## src/rtl/alu_32bit.sv

```systemverilog
// ---------------------------------------------------------------------------
// alu_32bit -- registered 32-bit bit-slice ALU
//
// Thirty-two identical one-bit slices are chained by a ripple carry. The
// function code selects add, subtract, bitwise logic or pass/invert. The
// result and carry-out of the chain are captured on every rising clk edge.
//
// Ports
//   clk   in   1   system clock, rising edge
//   rst   in   1   asynchronous active-high reset, clears R and Cout
//   A     in  32   operand A
//   B     in  32   operand B
//   F     in   3   function select (see alu_32bit_pkg::alu_func_e)
//   R     out 32   registered result
//   Cout  out  1   registered carry-out of slice 31 (0 for non-arithmetic codes)
// ---------------------------------------------------------------------------

package alu_32bit_pkg;

    typedef enum logic [2:0] {
        FUNC_ADD   = 3'b000,
        FUNC_SUB   = 3'b001,
        FUNC_AND   = 3'b010,
        FUNC_OR    = 3'b011,
        FUNC_XOR   = 3'b100,
        FUNC_NOTA  = 3'b101,
        FUNC_PASSA = 3'b110,
        FUNC_NOTB  = 3'b111
    } alu_func_e;

endpackage : alu_32bit_pkg

// ---------------------------------------------------------------------------
// alu_slice -- one bit of the ALU
//
// Ports
//   a, b   in  1   operand bits
//   cin    in  1   carry from the next-lower slice
//   f      in  3   function select
//   r      out 1   result bit
//   cout   out 1   carry to the next-higher slice (0 for logic codes)
// ---------------------------------------------------------------------------
module alu_slice
    import alu_32bit_pkg::*;
(
    input  logic       a,
    input  logic       b,
    input  logic       cin,
    input  logic [2:0] f,
    output logic       r,
    output logic       cout
);

    logic b_eff_s;
    logic prop_s;

    // Subtraction is A + ~B + 1: invert B here, the +1 enters as c[0].
    always_comb begin
        b_eff_s = b;
        if (f == FUNC_SUB) begin
            b_eff_s = ~b;
        end else begin
            b_eff_s = b;
        end
    end

    assign prop_s = a ^ b_eff_s;

    // Per-bit result and carry for the selected function.
    always_comb begin
        r    = 1'b0;
        cout = 1'b0;
        case (f)
            FUNC_ADD, FUNC_SUB: begin
                r    = prop_s ^ cin;
                cout = (a & b_eff_s) | (cin & prop_s);
            end
            FUNC_AND:   r = a & b;
            FUNC_OR:    r = a | b;
            FUNC_XOR:   r = a ^ b;
            FUNC_NOTA:  r = ~a;
            FUNC_PASSA: r = a;
            FUNC_NOTB:  r = ~b;
            default: begin
                r    = 1'b0;
                cout = 1'b0;
            end
        endcase
    end

endmodule : alu_slice

// ---------------------------------------------------------------------------
// alu_32bit -- top: slice chain plus output registers
// ---------------------------------------------------------------------------
module alu_32bit
    import alu_32bit_pkg::*;
(
    input  logic        clk,
    input  logic        rst,
    input  logic [31:0] A,
    input  logic [31:0] B,
    input  logic [2:0]  F,
    output logic [31:0] R,
    output logic        Cout
);

    logic [32:0] carry_s;
    logic [31:0] result_s;
    logic        cout_next_s;
    logic [31:0] result_r;
    logic        cout_r;

    // Carry into slice 0: 1 supplies the "+1" of two's-complement subtract.
    always_comb begin
        carry_s[0] = 1'b0;
        if (F == FUNC_SUB) begin
            carry_s[0] = 1'b1;
        end else begin
            carry_s[0] = 1'b0;
        end
    end

    genvar gi;
    generate
        for (gi = 0; gi < 32; gi++) begin : g_slice
            alu_slice u_slice (
                .a    (A[gi]),
                .b    (B[gi]),
                .cin  (carry_s[gi]),
                .f    (F),
                .r    (result_s[gi]),
                .cout (carry_s[gi+1])
            );
        end
    endgenerate

    // Only ADD/SUB report the chain carry; every other code reports 0.
    always_comb begin
        cout_next_s = 1'b0;
        if ((F == FUNC_ADD) || (F == FUNC_SUB)) begin
            cout_next_s = carry_s[32];
        end else begin
            cout_next_s = 1'b0;
        end
    end

    // Output registers: load every edge, cleared asynchronously by rst.
    always_ff @(posedge clk or posedge rst) begin
        if (rst) begin
            result_r <= 32'h0000_0000;
            cout_r   <= 1'b0;
        end else begin
            result_r <= result_s;
            cout_r   <= cout_next_s;
        end
    end

    assign R    = result_r;
    assign Cout = cout_r;

endmodule : alu_32bit

```

## config.mk

```make
export PLATFORM = sky130hd
export DESIGN_NAME = alu_32bit
export DESIGN_NICKNAME = d
export VERILOG_FILES = /design/src/rtl/alu_32bit.sv
export SDC_FILE = /design/constraint.sdc
export NUM_CORES = 1
export LEC_CHECK = 0
export ABC_AREA = 1
export BUFFER_PORTS_ARGS = -buffer_cell sky130_fd_sc_hd__buf_2
export CAP_MARGIN = 20
export CORE_UTILIZATION = 45
export DETAILED_ROUTE_END_ITERATION = 8
export GPL_TIMING_DRIVEN = 0
export PLACE_DENSITY_LB_ADDON = 0.15
export SYNTH_ARGS = -nofsm -noshare
export SYNTH_HDL_FRONTEND = slang
export SYNTH_HIERARCHICAL = 1
export SYNTH_SLANG_ARGS = --single-unit
```

## constraint.sdc

```tcl
create_clock -name clk -period 1.6 [get_ports clk]
set_clock_uncertainty 0.2 [all_clocks]
set_input_delay 0.32 -clock clk [delete_from_list [all_inputs] [get_ports clk]]
set_output_delay 0.32 -clock clk [all_outputs]
set_load 0.005 [all_outputs]
```

**Word level (Yosys, flattened, before mapping)**

Cells that the tools add are included.

- Register bits: 33
- Memories: 0
- Bits in read-only memories: 0
- Input port bits: 69
- Output and inout bits: 33
- Memory bits (writable): 0
- Latch bits: 0

- Mux-type cells: 98
- Eq/ne operators: 7
- Multipliers: 0
- Order comparisons: 0
- Reduce and logical (&&, ||, !) cells: 3
- Div/mod/pow operators: 0
- Bitwise gates (word level): 320
- $add $sub $neg: 0
- Shift-type cells: 0

Operator list:

| operator | number |
|---|---|
| $pmux 1 s7 | 32 |
| $and 1x1->1 | 96 |
| $xor 1x1->1 | 96 |
| $mux 1 | 66 |
| $not 1->1 | 64 |
| $or 1x1->1 | 64 |
| $eq 3x3->1 const B | 4 |
| $eq 3x2->1 const B | 2 |
| $eq 3x1->1 const B | 1 |
| $logic_not 3->1 | 1 |
| $reduce_or 2->1 | 1 |
| $logic_or 1x1->1 | 1 |

**Longest topological paths before layout**

- Word-level depth: 100
- Depth in mapped cells: 70
- Gate-level depth less buffers: 70

**Hierarchy**

Netlist, hierarchy kept.

By module, submodules not included:

| module | instances | cells each | area an instance (um^2) | seq. area each (um^2) |
|---|---|---|---|---|
| alu_slice at g_slice[23].u_slice ... | 17 | 29 | 155.1 | 0.0 |
| alu_slice at g_slice[0].u_slice ... | 15 | 28 | 157.7 | 0.0 |
| alu_32bit | 1 | 41 | 858.3 | 825.8 |

**Least setup slack after synthesis**

Ideal clock, no wire load.

- Path kind: input port to flip-flop
- From: in F[2]
- To: reg result_r[31] (netlist: R[31])
- Setup time: 0.116 ns
- Path buffers: 0
- Data required time: 1.284 ns
- Arrival: 17.218 ns
- Cell stages on the path: 70
- Setup slack: -15.934 ns
- Cell sequence: inv_1 > nand3_1 > xor2_1 > fa_1 > nor3b_1 > fa_1 > nor3b_1 > fa_1 > nor3b_1 > fa_1 > nor3b_1 > fa_1 > nor3b_1 > fa_1 > nor3b_1 > fa_1 > nor3b_1 > fa_1 > [34 not listed] > nor3b_1 > fa_1 > nor3b_1 > fa_1 > nor3b_1 > fa_1 > nor3b_1 > fa_1 > nor3b_1 > fa_1 > nor3b_1 > fa_1 > nor3b_1 > fa_1 > nand2_1 > nand2_1 > inv_1 > nand2_1

- Cells in the longest elaborated chain, start to end: 98
- Elaborated cells between the ends (all ways): 200
- Those cells by class: eq/ne (7); mux (65); bitwise (126); reduce/logical (2)

Ends and longest elaborated chain:

| what | line | text |
|---|---|---|
| start: declaration | 103 | `input logic [2:0] F,` |
| $eq 3x1->1 | 60, 73, 117 |  |
| $mux 1 | 60 | `if (f == FUNC_SUB) begin` |
| $xor 1x1->1 | 67 | `assign prop_s = a ^ b_eff_s;` |
| $and 1x1->1 | 76 | `cout = (a & b_eff_s) \| (cin & prop_s);` |
| $or 1x1->1 | 76 |  |
| $mux 1 (*) | 73 | `case (f)` |
| via carry_s[1] | 108 | `logic [32:0] carry_s;` |
| $and 1x1->1 (*) | 76 |  |
| [2 not listed] | n/a |  |
| via carry_s[2] | 108 |  |
| [3 not listed] | n/a |  |
| via carry_s[3] | 108 |  |
| [3 not listed] | n/a |  |
| via carry_s[4] | 108 |  |
| [3 not listed] | n/a |  |
| via carry_s[5] | 108 |  |
| [3 not listed] | n/a |  |
| via carry_s[6] | 108 |  |
| [3 not listed] | n/a |  |
| via carry_s[7] | 108 |  |
| [3 not listed] | n/a |  |
| via carry_s[8] | 108 |  |
| [3 not listed] | n/a |  |
| via carry_s[9] | 108 |  |
| [3 not listed] | n/a |  |
| via carry_s[10] | 108 |  |
| [3 not listed] | n/a |  |
| via carry_s[11] | 108 |  |
| [3 not listed] | n/a |  |
| via carry_s[12] | 108 |  |
| [3 not listed] | n/a |  |
| via carry_s[13] | 108 |  |
| [3 not listed] | n/a |  |
| via carry_s[14] | 108 |  |
| [3 not listed] | n/a |  |
| via carry_s[15] | 108 |  |
| [3 not listed] | n/a |  |
| via carry_s[16] | 108 |  |
| [3 not listed] | n/a |  |
| via carry_s[17] | 108 |  |
| [3 not listed] | n/a |  |
| via carry_s[18] | 108 |  |
| [3 not listed] | n/a |  |
| via carry_s[19] | 108 |  |
| [3 not listed] | n/a |  |
| via carry_s[20] | 108 |  |
| [3 not listed] | n/a |  |
| via carry_s[21] | 108 |  |
| [3 not listed] | n/a |  |
| via carry_s[22] | 108 |  |
| [3 not listed] | n/a |  |
| via carry_s[23] | 108 |  |
| [3 not listed] | n/a |  |
| via carry_s[24] | 108 |  |
| [3 not listed] | n/a |  |
| via carry_s[25] | 108 |  |
| [3 not listed] | n/a |  |
| via carry_s[26] | 108 |  |
| [3 not listed] | n/a |  |
| via carry_s[27] | 108 |  |
| [3 not listed] | n/a |  |
| via carry_s[28] | 108 |  |
| [3 not listed] | n/a |  |
| via carry_s[29] | 108 |  |
| [3 not listed] | n/a |  |
| via carry_s[30] | 108 |  |
| $and 1x1->1 (*) | 76 |  |
| $or 1x1->1 (*) | 76 |  |
| $mux 1 (*) | 73 |  |
| via carry_s[31] | 108 |  |
| $xor 1x1->1 (*) | 75 | `r = prop_s ^ cin;` |
| $pmux 1 s7 (*) | 73 |  |
| via result_s[31] | 109 | `logic [31:0] result_s;` |
| end signal: assignment | 154 | `result_r <= result_s;` |
| end: declaration | 111 | `logic [31:0] result_r;` |

The timed path passes the listed nets; every way through them passes the cells marked *.

**Worst setup path after layout**

Ends and elaborated chain as after synthesis.

==> results.toml <==
[outcome]
status = "finished, violations left"
violations = "setup timing"

[global_route]
grt-ovfl-total = 0
track_usage_pct = 22.2
antenna_found_initial = 1
first_global_vias = 5325
grt_first_pass_wirelength_um = 23800
grt_start_max_net_pins = 106

[setup_path]
critPathRequiredTime_ps = 1590
critPathMaxFanout = 3
critPathKind = "in -> reg"
worst-path-buf-inv = 4
crit_family = "adder cells"
critPathCaptureType = "flop"
slowest_stage = "fa_1"
crit_arrival_ps = 17620
critPathMaxStageDelay_ps = 460
crit_path_start_kind = "input port"

[timing]
layout_setup_ws_ps = -16030
tns_ps = -272040
hold_ws_ps = 213
max_freq_ghz = 0.0567
slew_violations = 0
rsz0062_at_grt = "true"
hold_viol = 0
setup_viol = 33
timing.final.crit_share_pct = 1100
max_slew.worst_pin.slew_ps = 559
slew_headroom_pct = 62.8
period_minus_slack_ps = 17630

[hold_path]
hold_class = "in -> reg"

[power_and_ir_drop]
ir_drop_uv = 398
powerDensity_nw_per_um2 = 489
p_clk_share_pct = 27.7
internal_power_uw = 2320
p_sw_uw = 1430
comb_power_share_pct = 46.5
pwr-share-seq_pct = 25.8
swShare_pct = 38.1
total_leakage_power_uw = 0.00448

[routing]
dr.first_iter.drc_count = 282
drc = 0
via_per_inst = 4.66
wl_um = 14100
vias = 5836
routedWlPerCell_um = 11.2
drtPass1Iterations = 7
ant_nets = 0

[floorplan]
dieArea_um2 = 13500
core_area_um2 = 12700
initial_core_util_pct = 46.3
ios = 102
die_x_um = 116
rows = 41
die_h_um = 116

[finish]
seq_area_um2 = 826
syn_to_final_growth_pct = 31.1
multi_input_comb_area_um2 = 4610
utilization_pct = 60.7
drive_gt1_share_pct = 22.4
layout.nets = 1244
fillers = 1251

[synth]
yosysWarnings = 6
synth_area_leaders = "nand2_1, nand3_1, dfrtp_1, ha_1, inv_1"
avgSynthCellArea_um2 = 6.14
syn_area_um2 = 5860
synth_cell_types = 11
syn-num-nets = 1119
post-synth-top-area-fraction_pct = 17.0
synth_cells = 954
synth_seq_cells = 33
yosys.area.top_type = "nand2_1"
synth_seq_area_share_pct = 14.1

[run]
maxCapViolCount = 0

[clock_network]
clock_tree.buffer_depth = 2
cts-root-buf = "clkbuf_16"
clock-sinks = 33
cts_tree = "done"
clkSlewWorstSetupHoldPaths_ps = 60
ctsHtreeMaxLevel = 2
cts_buffers = 5

[place]
io_buffers = 101
place_congestion = 0.778
dp_hpwl_um = 8740
[cells in the final DEF (no fill, tap or decap), types with 7 or more instances in the layout]
cell type  instances
buf_16             7
buf_2             98
bufbuf_16          7
dfrtp_1           33
fa_2              31
ha_1              64
inv_1            201
inv_2             40
nand2_1          261
nand3_1          165
nor2_1            78
nor3b_4           31
xor2_1            31
[worst min-delay path, cell delays in order]
cell,delay [ps]
buf_2,100
nand2_1,50
nand3_1,70
nand2_1,40
nand2_1,50
nand2_1,40
[registers in the layout, indices dropped and copies added (netlist names)]
name / count
R: 32
Cout: 1
[power by group through the flow]
stage | registers, µW | logic, µW | clock network, µW
finish | 969 | 1750 | 1040
floorplan | 1000 | 934 | 0
global route | 983 | 2030 | 1090
detailed placement | 985 | 1610 | 0
CTS | 970 | 1740 | 1080
global placement | 986 | 1610 | 0
[path summary, 6_finish.rpt]
kind                       startpoint              end  slack, ps  cells after the start
min in group asynchronous         rst  R[17]$_DFF_PP0_        390                      3
max in group asynchronous         rst   R[8]$_DFF_PP0_        330                      4
setup / recovery                 F[2]  R[31]$_DFF_PP0_     -16030                     72
hold / removal                   B[4]   R[4]$_DFF_PP0_        210                      6
[through the flow]
step | setup WS [ps] | cells | area [µm²] | total power [µW]
CTS | -16140 | 1251 | 7640 | 3780
global placement | -24470 | 1227 | 7020 | 2600
detailed placement | -17750 | 1231 | 7150 | 2600
global route | -16560 | 1252 | 7690 | 4110
floorplan | -15640 | 954 | 6300 | 1940
finish | -16030 | 1252 | 7690 | 3760
[final cells by class]
type	count	area share, %
multi-input combinational	678	60.0
timing repair buffer	118	12.5
inverter	243	12.1
sequential	33	10.7
tap	172	2.80
clock buffer	7	1.86
antenna	1	0.0326
[metal layers]
metal  global-route usage (%)  wire length, µm  vias up
li1                         -                -     3133
met1                     27.5             6510     2599
met2                     40.0             6810       90
met3                     3.32              525       14
met4                     6.32              210        0
met5                        0                0        -
[logic make-up after synthesis]
| family | after synthesis | synth area share, % |
|---|---|---|
| and+or+nand+nor | 550 | 41.0 |
| buffers and inverters | 243 | 15.6 |
| adders and majority gates | 96 | 24.6 |
| DFF | 33 | 14.1 |
| xor gates and xnor gates | 32 | 4.78 |
[Yosys cell counts]
| library cell | instances |
|---|---|
| xor2_1 | 32 |
| inv_2 | 32 |
| ha_1 | 64 |
| nand3_1 | 171 |
| nor2_2 | 1 |
| nor3b_1 | 32 |
| dfrtp_1 | 33 |
| nand2_1 | 266 |
| nor2_1 | 80 |
| fa_1 | 32 |
| inv_1 | 211 |
[what timing repair did]
action,CTS,global route
endpoints found under the hold margin,16,0
buffers inserted,5,0
endpoints found under the setup margin,33,33
pin swaps,43,20
gates resized for setup,13,20
hold buffers,1,0
gates cloned,7,0
(Power assumes the default switching activity.)
